<file path="config.mk">
export PLATFORM = sky130hd
export DESIGN_NAME = reset_sequencer
export DESIGN_NICKNAME = d
export VERILOG_FILES = /design/src/rtl/reset_sequencer.sv
export SDC_FILE = /design/constraint.sdc
export NUM_CORES = 1
export LEC_CHECK = 0
export BUFFER_PORTS_ARGS = -buffer_cell sky130_fd_sc_hd__buf_4
export CAP_MARGIN = 30
export CORE_ASPECT_RATIO = 0.6
export CORE_MARGIN = 2
export CORE_UTILIZATION = 44
export CTS_BUF_LIST = sky130_fd_sc_hd__clkbuf_8
export CTS_CLUSTER_SIZE = 30
export DETAILED_ROUTE_END_ITERATION = 6
export GPL_ROUTABILITY_DRIVEN = 0
export GPL_TIMING_DRIVEN = 1
export PLACE_DENSITY = 0.63
export SYNTH_ARGS = -nofsm -noshare
export SYNTH_HDL_FRONTEND = slang
export SYNTH_SLANG_ARGS = --single-unit
</file>
<file path="constraint.sdc">
create_clock -name sys_clk -period 1.84 [get_ports sys_clk]
set_clock_uncertainty 0.05 [all_clocks]
set_input_delay 0.092 -clock sys_clk [delete_from_list [all_inputs] [get_ports sys_clk]]
set_output_delay 0.092 -clock sys_clk [all_outputs]
set_load 0.01 [all_outputs]
</file>
<file path="src/rtl/reset_sequencer.sv">
// reset_sequencer
// Power-on and runtime reset sequencer for the sys_clk domain. Holds every
// reset output asserted, waits for clock lock, then releases the channels
// one by one (bit 0 first) with a fixed stagger. A lock loss or a filtered
// soft request re-asserts every channel and reruns the release sequence.
`timescale 1ns/1ps

module reset_sequencer #(
    parameter int NumChannels     = 4,
    parameter int PowerOnCycles   = 100,
    parameter int StretchCycles   = 16,
    parameter int StageCycles     = 8,
    parameter int ReqFilterCycles = 4
) (
    input  logic                   sys_clk,
    input  logic                   reset,
    input  logic                   locked,
    input  logic                   soft_req,
    output logic [NumChannels-1:0] reset_out,
    output logic                   ready
);

    // Counter sized for the longest interval it ever has to cover.
    localparam int MaxHold = (PowerOnCycles > StretchCycles) ? PowerOnCycles : StretchCycles;
    localparam int MaxCyc  = (MaxHold > StageCycles) ? MaxHold : StageCycles;
    localparam int CntW    = $clog2(MaxCyc + 1);
    localparam int FiltW   = $clog2(ReqFilterCycles + 1);
    localparam int StageW  = (NumChannels > 1) ? $clog2(NumChannels) : 1;

    // Power-on hold starts from the cycle after reset releases, so the
    // counter must reach the full count. A runtime re-trigger edge already
    // puts the block in HOLD, so that edge counts as the first stretch cycle.
    localparam logic [CntW-1:0]   PonLast   = CntW'(PowerOnCycles);
    localparam logic [CntW-1:0]   StrLast   = CntW'(StretchCycles - 1);
    localparam logic [CntW-1:0]   StageLast = CntW'(StageCycles - 1);
    localparam logic [CntW-1:0]   CntOne    = CntW'(1);
    localparam logic [FiltW-1:0]  FiltLast  = FiltW'(ReqFilterCycles - 1);
    localparam logic [FiltW-1:0]  FiltSat   = FiltW'(ReqFilterCycles);
    localparam logic [FiltW-1:0]  FiltOne   = FiltW'(1);
    localparam logic [StageW-1:0] ChanLast  = StageW'(NumChannels - 1);
    localparam logic [StageW-1:0] StageOne  = StageW'(1);

    typedef enum logic [1:0] {
        ST_HOLD,
        ST_WAIT_LOCK,
        ST_RELEASE,
        ST_RUN
    } state_t;

    // Initial values match the reset values so configuration and reset agree.
    state_t                  r_state   = ST_HOLD;
    logic                    r_stretch = 1'b0;   // 0: power-on hold, 1: stretch hold
    logic [CntW-1:0]         r_cnt     = '0;
    logic [FiltW-1:0]        r_filt    = '0;
    logic [StageW-1:0]       r_stage   = '0;
    logic [NumChannels-1:0]  r_rst_out = '1;
    logic                    r_ready   = 1'b0;

    state_t                  w_state_nxt;
    logic                    w_stretch_nxt;
    logic [CntW-1:0]         w_cnt_nxt;
    logic [FiltW-1:0]        w_filt_nxt;
    logic [StageW-1:0]       w_stage_nxt;
    logic [NumChannels-1:0]  w_rst_out_nxt;
    logic                    w_ready_nxt;

    logic                    w_soft_trig;
    logic                    w_lock_loss;
    logic                    w_retrig;
    logic [CntW-1:0]         w_hold_last;

    // Soft request filter: count consecutive high samples, saturating so a
    // held request fires exactly once.
    always_comb begin
        w_filt_nxt  = r_filt;
        w_soft_trig = 1'b0;
        if (!soft_req) begin
            w_filt_nxt = '0;
        end else begin
            if (r_filt != FiltSat) begin
                w_filt_nxt = r_filt + FiltOne;
            end
            w_soft_trig = (r_filt == FiltLast);
        end
    end

    // Re-trigger decode. Lock loss and soft trigger share one action, so a
    // coincident pair yields a single stretch.
    always_comb begin
        w_lock_loss = !locked && ((r_state == ST_RELEASE) || (r_state == ST_RUN));
        w_retrig    = w_lock_loss || (w_soft_trig && (r_state != ST_HOLD));
        w_hold_last = r_stretch ? StrLast : PonLast;
    end

    // Next-state and next-output logic for the sequencer.
    always_comb begin
        w_state_nxt   = r_state;
        w_stretch_nxt = r_stretch;
        w_cnt_nxt     = r_cnt;
        w_stage_nxt   = r_stage;
        w_rst_out_nxt = r_rst_out;
        w_ready_nxt   = r_ready;

        if (w_retrig) begin
            w_state_nxt   = ST_HOLD;
            w_stretch_nxt = 1'b1;
            w_cnt_nxt     = '0;
            w_stage_nxt   = '0;
            w_rst_out_nxt = '1;
            w_ready_nxt   = 1'b0;
        end else begin
            case (r_state)
                ST_HOLD: begin
                    w_rst_out_nxt = '1;
                    w_ready_nxt   = 1'b0;
                    if (r_stretch && soft_req) begin
                        // Stretch is timed from request deassertion.
                        w_cnt_nxt = '0;
                    end else if (r_cnt == w_hold_last) begin
                        w_state_nxt = ST_WAIT_LOCK;
                        w_cnt_nxt   = '0;
                    end else begin
                        w_cnt_nxt = r_cnt + CntOne;
                    end
                end

                ST_WAIT_LOCK: begin
                    w_rst_out_nxt = '1;
                    w_ready_nxt   = 1'b0;
                    if (locked) begin
                        w_state_nxt = ST_RELEASE;
                        w_cnt_nxt   = '0;
                        w_stage_nxt = '0;
                    end
                end

                ST_RELEASE: begin
                    if (r_cnt == StageLast) begin
                        w_cnt_nxt = '0;
                        for (int i = 0; i < NumChannels; i++) begin
                            if (r_stage == StageW'(i)) begin
                                w_rst_out_nxt[i] = 1'b0;
                            end
                        end
                        if (r_stage == ChanLast) begin
                            w_state_nxt = ST_RUN;
                            w_ready_nxt = 1'b1;
                        end else begin
                            w_stage_nxt = r_stage + StageOne;
                        end
                    end else begin
                        w_cnt_nxt = r_cnt + CntOne;
                    end
                end

                ST_RUN: begin
                    w_rst_out_nxt = '0;
                    w_ready_nxt   = 1'b1;
                end

                default: begin
                    w_state_nxt   = ST_HOLD;
                    w_stretch_nxt = 1'b0;
                    w_cnt_nxt     = '0;
                    w_stage_nxt   = '0;
                    w_rst_out_nxt = '1;
                    w_ready_nxt   = 1'b0;
                end
            endcase
        end
    end

    // State and output registers; reset returns to power-on hold.
    always_ff @(posedge sys_clk) begin
        if (reset) begin
            r_state   <= ST_HOLD;
            r_stretch <= 1'b0;
            r_cnt     <= '0;
            r_filt    <= '0;
            r_stage   <= '0;
            r_rst_out <= '1;
            r_ready   <= 1'b0;
        end else begin
            r_state   <= w_state_nxt;
            r_stretch <= w_stretch_nxt;
            r_cnt     <= w_cnt_nxt;
            r_filt    <= w_filt_nxt;
            r_stage   <= w_stage_nxt;
            r_rst_out <= w_rst_out_nxt;
            r_ready   <= w_ready_nxt;
        end
    end

    assign reset_out = r_rst_out;
    assign ready     = r_ready;

endmodule

</file>
==> flow_summary.ini, run 1 <==
[outcome]
status = finished clean

[yosys]
syn_avg_cell_area_um2 = 8.17
synth-edff-count = 0
synth_warnings = 0
synth_ff_type = dfxtp_1
netlist_instances = 148
ys_ff_latch = 20
async_reset_ff_frac = 0
seq_area_frac_synth = 0.331
ys_types = 39
synthesis.nets = 165
synth_area_um2 = 1210

[route]
drc = 0
antenna_left = 0
viasPerCell = 5.52
wirelength_um = 3110
vias = 1103
drt_pass1_iterations = 4
wl_per_cell_um = 15.5
drt-initial-drc-count = 49

[sta]
rsz0062_at_grt = true
setup_tns_ns = 0
min_period_ns = 1.76
worst_pin_slew_ns = 0.334
finalHoldViolCount = 0
final-max-slew-violation-count = 0
layout_worst_path_cycle_share = 0.957
setup_violations = 0
maxSlewHeadroom = 0.777
fmax_ghz = 0.568

[clocking]
clk_pin_slew_worst_paths_ns = 0.07
cts.htree.levels = 1
cts_root_buf = clkbuf_8
cts_tree = yes
clock_sinks = 20
clock_latency_ns = 0.26
clockBufferDepth = 2
numCtsBuffers = 3

[power_and_ir_drop]
intPower_mw = 0.813
vdd_drop_max_mv = 0.448
powerDensity_nw_per_um2 = 813
power_frac_seq = 0.411
switching_power_mw = 0.398
leakage_nw = 0.568
p_clk_frac = 0.241
combPwrFrac = 0.348
switching_share = 0.329

[setup_path]
path_class = flip-flop to flip-flop
cpPeakStageDelay_ns = 0.38
critPathRequiredTime_ns = 1.98
crit_family = compound AO/OA/AOI/OAI gates
reg2reg_to = r_cnt[6]
reg2reg_depth = 7
cp-end-kind = flip-flop
path_cells = inv_2, ha_4, a21o_1, a211o_4, o211ai_4, o211ai_1, a31oi_1
path_buf_inv = 1
crit_path_start = r_state[0]
start_kind = flip-flop
r2r_setup_slack_ns = 0.08
slowest_stage = dfxtp_4
r2r_start = r_state[0]
critPathMaxFanout = 5
worst_ep_arrival_time_ns = 1.90

[die]
initial_core_util = 0.473
pin_count = 9
die_h_um = 44.6
die-width_um = 71.7
core.rowCount = 14
coreArea_um2 = 2560
dieArea_um2 = 3200

[final_layout]
multi_input_area_um2 = 811
seq_area_um2 = 408
final_layout_size_suffix_gt1_frac = 0.268
syn2layout_area_growth_pct = 23.3
nFillCells = 242
nNetsFinal = 187
num_antenna_cells = 0
stdcell_count = 200

[global_routing]
track_usage = 0.211
use_met3 = 0.0524
use_met2 = 0.357
antenna_found_initial = 0
grt_max_degree = 12
top_usage_layer = met2
grt_first_pass_wirelength_um = 5130
grt_overflow_total = 0
grt_pass1_vias = 1088
use_met1 = 0.273

[min_path]
worstHoldPathCells = 3
holdPathEnd = r_filt[0]
min_path_type = primary input to flip-flop
min_from = soft_req

[placement]
placed_cells = 194
port_buffers = 8
hpwl_um = 2140

[job]
cap_violations = 0
==> worst max-delay path by stage <==
stage / endpoint / slack, ns / cells after the start
detailed placement: r_cnt[6] / -0.09 / 7
finish: r_cnt[6] / 0.08 / 7
global route: r_stage[1] / -0.009 / 6
floorplan: r_cnt[3] / 0.11 / 8
CTS: r_cnt[6] / 0.009 / 7
global placement: r_cnt[5] / 0.05 / 7
==> per-layer routing <==
layer  vias to the layer above  wire, µm
li1                        560         -
met1                       515      1460
met2                        26      1450
met3                         2       176
met4                         0        19
met5                         -         0
==> flip-flops by register name (all words and copies together) (netlist names) <==
register   cells
reset_out      4
ready          1
r_stretch      1
r_stage        2
r_cnt          7
r_state        2
r_filt         3
==> cell usage in the layout, fill, tap and decap left out, drive strengths merged, types with 3 or more instances in the layout <==
cell type   n
clkbuf      3
buf        19
nand3      13
o21ai       3
inv        10
a31oi       6
ha         13
a21oi       8
nor2       12
o211ai      4
dfxtp      20
nand2      26
nor3        5
==> worst register-to-register path: cells and delay by family (launching register included) <==
| kind | cells | cell delay (ns) |
|---|---|---|
| flops | 1 | 0.38 |
| buf+inv | 1 | 0.06 |
| compound gates | 5 | 0.95 |
| fa+ha+maj | 1 | 0.25 |
==> metrics by stage <==
stage                     setup WS (ns)   util  area, µm²  hold WS (ns)  power [mW]
after floorplan                   0.106      -       1210         0.114       0.726
after global placement           0.0510  0.532       1360         0.209       0.836
after detailed placement        -0.0921  0.532       1360         0.211       0.845
after CTS                       0.00857  0.563       1440         0.105        1.16
after global routing           -0.00927  0.583       1490         0.101        1.28
final                            0.0795  0.583       1490        0.0965        1.21
==> what timing repair did <==
action,CTS,global route
gates cloned,1,0
endpoints found under the setup margin,7,10
hold buffers,1,0
endpoints found under the hold margin,1,0
gates resized for setup,4,13
pin swaps,2,2
setup buffers,0,1
==> cell usage after synthesis (2+ instances only) <==
library cell | number | area [µm²]
clkbuf_1 | 2 | 7.51
dfxtp_1 | 20 | 400
nor2_1 | 11 | 41.3
nand2b_1 | 2 | 12.5
nor3_1 | 5 | 25.0
a21oi_1 | 8 | 40.0
nand3_1 | 13 | 65.1
nand2_1 | 26 | 97.6
a31oi_1 | 6 | 37.5
o211ai_1 | 2 | 15.0
inv_1 | 10 | 37.5
ha_1 | 13 | 163
o21ai_0 | 3 | 15.0
a21o_1 | 2 | 15.0
==> area by class of cell <==
cell class	count	share of cell area
inverter	10	0.0252
timing repair buffer	20	0.102
tap	32	0.0269
sequential	20	0.274
clock buffer	3	0.0277
multi-input combinational	115	0.544
==> power groups by stage <==
stage	Clock [mW]	Sequential, mW	Combinational [mW]
finish	0.292	0.498	0.421
detailed placement	0	0.501	0.344
global route	0.316	0.502	0.464
global placement	0	0.499	0.337
CTS	0.289	0.494	0.373
floorplan	0	0.503	0.223
==> cells by family after synthesis <==
kind of cell             count (synthesis)  share of synthesized area
multiplexers                             1                    0.00932
flip-flops                              20                      0.331
adder cells (fa/ha/maj)                 13                      0.135
buffers and inverters                   14                     0.0507
XOR/XNOR                                 1                    0.00725
AND/OR/NAND/NOR                         70                      0.299
AO/OA/AOI/OAI                           29                      0.168
(Power assumes the default switching activity.)
==> run 2: changes to the inputs <==
--- a/config.mk
+++ b/config.mk
@@ -15,7 +15,7 @@
 export DETAILED_ROUTE_END_ITERATION = 6
 export GPL_ROUTABILITY_DRIVEN = 0
 export GPL_TIMING_DRIVEN = 1
-export PLACE_DENSITY = 0.63
+export PLACE_DENSITY = 0.76
 export SYNTH_ARGS = -nofsm -noshare
 export SYNTH_HDL_FRONTEND = slang
 export SYNTH_SLANG_ARGS = --single-unit
==> flow_summary.ini, run 2 (synthesized netlist as in run 1, its figures left out) <==
[final_layout]
nNetsFinal = 189
final_common_cell = nand2_1
num_antenna_cells = 0
final_layout_size_suffix_gt1_frac = 0.229
syn2layout_area_growth_pct = 21.5
largest_register_ffs = 7
top_register = r_cnt
final_cell_mix = 26 x nand2_1, 21 x buf_4, 19 x dfxtp_1
design_area_um2 = 1470

[placement]
place_ws_ns = -0.00717
placed_area_um2 = 1380
hpwl_um = 2060
port_buffers = 8

[job]
cap_violations = 0

[min_path]
min_path_type = primary input to flip-flop

[clocking]
numCtsBuffers = 3
cts_tree = yes
clk_pin_slew_worst_paths_ns = 0.07
cts_root_buf = clkbuf_8
clockBufferDepth = 2
clock_sinks = 20
cts.htree.levels = 1
clock_latency_ns = 0.26

[sta]
final-max-slew-violation-count = 0
fmax_ghz = 0.550
rsz0062_at_grt = true
setup_violations = 0
finalHoldViolCount = 0
min_period_ns = 1.82
layout_worst_path_cycle_share = 0.988
worst_slack_ns = 0.0220
maxSlewHeadroom = 0.699
worst_pin_slew_ns = 0.450

[global_routing]
grt_max_degree = 11
antenna_found_initial = 0
grt_overflow_total = 0
grt_first_pass_wirelength_um = 4600
grt_pass1_vias = 1062
track_usage = 0.190

[route]
drc = 0
viasPerCell = 5.80
drt-initial-drc-count = 85
vias = 1172
drt_pass1_iterations = 4
wl_per_cell_um = 14.3
wirelength_um = 2880
antenna_left = 0

[setup_path]
path_class = flip-flop to flip-flop
slowest_stage = dfxtp_4
path_cells = inv_1, ha_1, a21o_1, a211o_4, o211ai_4, buf_4, nand3_1, a31oi_1
start_kind = flip-flop
cp-end-kind = flip-flop
path_buf_inv = 2
critPathMaxFanout = 5
critPathRequiredTime_ns = 1.98
worst_ep_arrival_time_ns = 1.96
cpPeakStageDelay_ns = 0.37
crit_family = compound AO/OA/AOI/OAI gates

[outcome]
status = finished clean

[power_and_ir_drop]
vdd_drop_max_mv = 0.601
leakage_nw = 0.570
power_mw = 1.19
powerDensity_nw_per_um2 = 809

[die]
die_h_um = 44.6
pin_count = 9
die-width_um = 71.7
dieArea_um2 = 3200
coreArea_um2 = 2560
core.rowCount = 14
initial_core_util = 0.473
run 2: metal layers:
| metal | vias up | global-route usage | routed length (µm) |
|---|---|---|---|
| met5 | - | 0 | 0 |
| met4 | 0 | 0.0792 | 63 |
| met3 | 8 | 0.0524 | 130 |
| met2 | 31 | 0.311 | 1290 |
| met1 | 565 | 0.241 | 1400 |
| li1 | 568 | - | - |
run 2: area by class of cell:
type / count / area [µm²]
clock buffer: 3 / 41.3
fill: 227 / 1090
inverter: 10 / 37.5
multi-input combinational: 115 / 778
sequential: 20 / 404
tap: 32 / 40.0
timing repair buffer: 22 / 168
run 2: worst min-delay path, cell delays in order:
cell     delay [ns]
buf_4          0.12
nand2_1        0.10
a21oi_1        0.05
run 2: metrics by stage:
stage,hold WS [ns],instances,utilization,setup TNS [ns]
after floorplan,0.114,148,-,0
after global placement,0.208,196,0.538,0
after detailed placement,0.229,196,0.538,-0.0139
after CTS,0.0936,200,0.558,0
after global routing,0.118,202,0.574,-0.120
final,0.0934,202,0.574,0
run 2: path summary, 6_finish.rpt:
check	from	endpoint	slack, ns	cells past startpoint
worst max-delay path	r_state[1]	r_cnt[6]	0.02	8
worst min-delay path	soft_req	r_filt[2]	0.09	3
worst max register to register	r_state[1]	r_cnt[6]	0.02	8
worst min register to register	reset_out[3]	reset_out[3]	0.40	2
run 2: power breakdown:
part	switching, mW	internal (mW)	total [mW]
clock network	0.149	0.146	0.296
registers	0.0213	0.464	0.485
logic	0.219	0.189	0.408
run 2: timing repair:
item / 4_1_cts / 5_1_grt
hold buffers: 1 / 0
gates resized for setup: 1 / 5
gates cloned: 0 / 1
pin swaps: 0 / 2
setup endpoints to repair: 3 / 8
setup buffers: 0 / 1
endpoints found under the hold margin: 1 / 0
==> run 3: changes to the inputs <==
--- a/config.mk
+++ b/config.mk
@@ -16,6 +16,7 @@
 export GPL_ROUTABILITY_DRIVEN = 0
 export GPL_TIMING_DRIVEN = 1
 export PLACE_DENSITY = 0.76
+export RECOVER_POWER = 50
 export SYNTH_ARGS = -nofsm -noshare
 export SYNTH_HDL_FRONTEND = slang
 export SYNTH_SLANG_ARGS = --single-unit
==> flow_summary.ini, run 3 (synthesized netlist as in run 1, its figures left out) <==
[final_layout]
syn2layout_area_growth_pct = 20.0
seq_area_um2 = 404
nFillCells = 232
final_common_cell = nand2_1
top_register = r_cnt
nNetsFinal = 189
largest_register_ffs = 7
final_layout_size_suffix_gt1_frac = 0.200
final_cell_mix = 26 x nand2_1, 19 x dfxtp_1, 16 x buf_4
num_antenna_cells = 0
stdcell_count = 202
multi_input_area_um2 = 778

[clocking]
cts_tree = yes
cts.htree.levels = 1
clock_sinks = 20
clockBufferDepth = 2
clock_latency_ns = 0.26
clk_pin_slew_worst_paths_ns = 0.07
cts_root_buf = clkbuf_8
numCtsBuffers = 3

[setup_path]
path_class = flip-flop to flip-flop
critPathRequiredTime_ns = 1.98
worst_ep_arrival_time_ns = 1.96
cpPeakStageDelay_ns = 0.37
path_cells = inv_1, ha_1, a21o_1, a211o_4, o211ai_4, buf_4, nand3_1, a31oi_1
crit_path_start = r_state[1]
start_kind = flip-flop
critPathMaxFanout = 5
reg2reg_depth = 8
slowest_stage = dfxtp_4
r2r_start = r_state[1]
cp-end-kind = flip-flop

[die]
pin_count = 9
coreArea_um2 = 2560
core.rowCount = 14
die-width_um = 71.7
dieArea_um2 = 3200
die_h_um = 44.6
initial_core_util = 0.473

[global_routing]
grt_first_pass_wirelength_um = 4600
grt_max_degree = 11
grt_pass1_vias = 1062
track_usage = 0.190
grt_overflow_total = 0
antenna_found_initial = 0

[sta]
layout_worst_path_cycle_share = 0.985
finalHoldViolCount = 0
fmax_ghz = 0.552
rsz0062_at_grt = true
worst_slack_ns = 0.0279
worst_pin_slew_ns = 0.426
maxSlewHeadroom = 0.715
setup_violations = 0
min_period_ns = 1.81
final-max-slew-violation-count = 0

[placement]
placed_cells = 196
port_buffers = 8
place_ws_ns = -0.00717
hpwl_um = 2060

[min_path]
worstHoldPathCells = 3
min_path_type = primary input to flip-flop
min_from = soft_req

[route]
wl_per_cell_um = 14.1
viasPerCell = 5.75
drt_pass1_iterations = 4
drt-initial-drc-count = 98
wirelength_um = 2850
vias = 1162
antenna_left = 0
drc = 0

[power_and_ir_drop]
powerDensity_nw_per_um2 = 816
vdd_drop_max_mv = 0.599
leakage_nw = 0.554

[job]
cap_violations = 0

[outcome]
status = finished clean
run 3: power by group:
group / total [mW] / switching (mW) / internal [mW]
sequential: 0.485 / 0.0211 / 0.464
clock: 0.294 / 0.148 / 0.146
combinational: 0.404 / 0.218 / 0.187
run 3: critical path: cells and delay by family, from the launching register on:
family          cells  cell delay (ns)
fa+ha+maj           1             0.31
compound gates      4             0.75
flops               1             0.37
buf+inv             2             0.21
simple gates        1             0.06
run 3: final cells by class:
class                           instances  area share
Clock buffer                            3      0.0285
Timing Repair Buffer                   22       0.103
Tap cell                               32      0.0276
Sequential cell                        20       0.279
Inverter                               10      0.0259
Multi-Input combinational cell        115       0.537
run 3: worst paths after layout:
kind / to / slack (ns)
hold reg to reg: reset_out[3] / 0.40
hold / removal: r_filt[2] / 0.09
setup / recovery: r_cnt[6] / 0.03
setup reg to reg: r_cnt[6] / 0.03
run 3: timing repair:
item,CTS,global route
setup buffers,0,1
endpoints found under the hold margin,1,0
hold buffers,1,0
setup endpoints to repair,3,8
gates cloned,0,1
gates resized for setup,1,5
pin swaps,0,2
run 3: metal layers:
layer,track usage,share of wire,up-vias
met5,0,0,-
met4,0.0792,0.022,0
met3,0.0524,0.053,8
met2,0.311,0.45,36
met1,0.241,0.47,552
li1,-,-,566
run 3: stage by stage:
step                TNS (ns)   util  area, µm²  power, mW  hold slack [ns]
floorplan                  0      -       1210      0.726            0.114
global placement           0  0.538       1380      0.843            0.208
detailed placement   -0.0139  0.538       1380      0.858            0.229
CTS                        0  0.558       1430       1.15           0.0936
global route          -0.120  0.567       1450       1.24            0.118
finish                     0  0.567       1450       1.18           0.0942
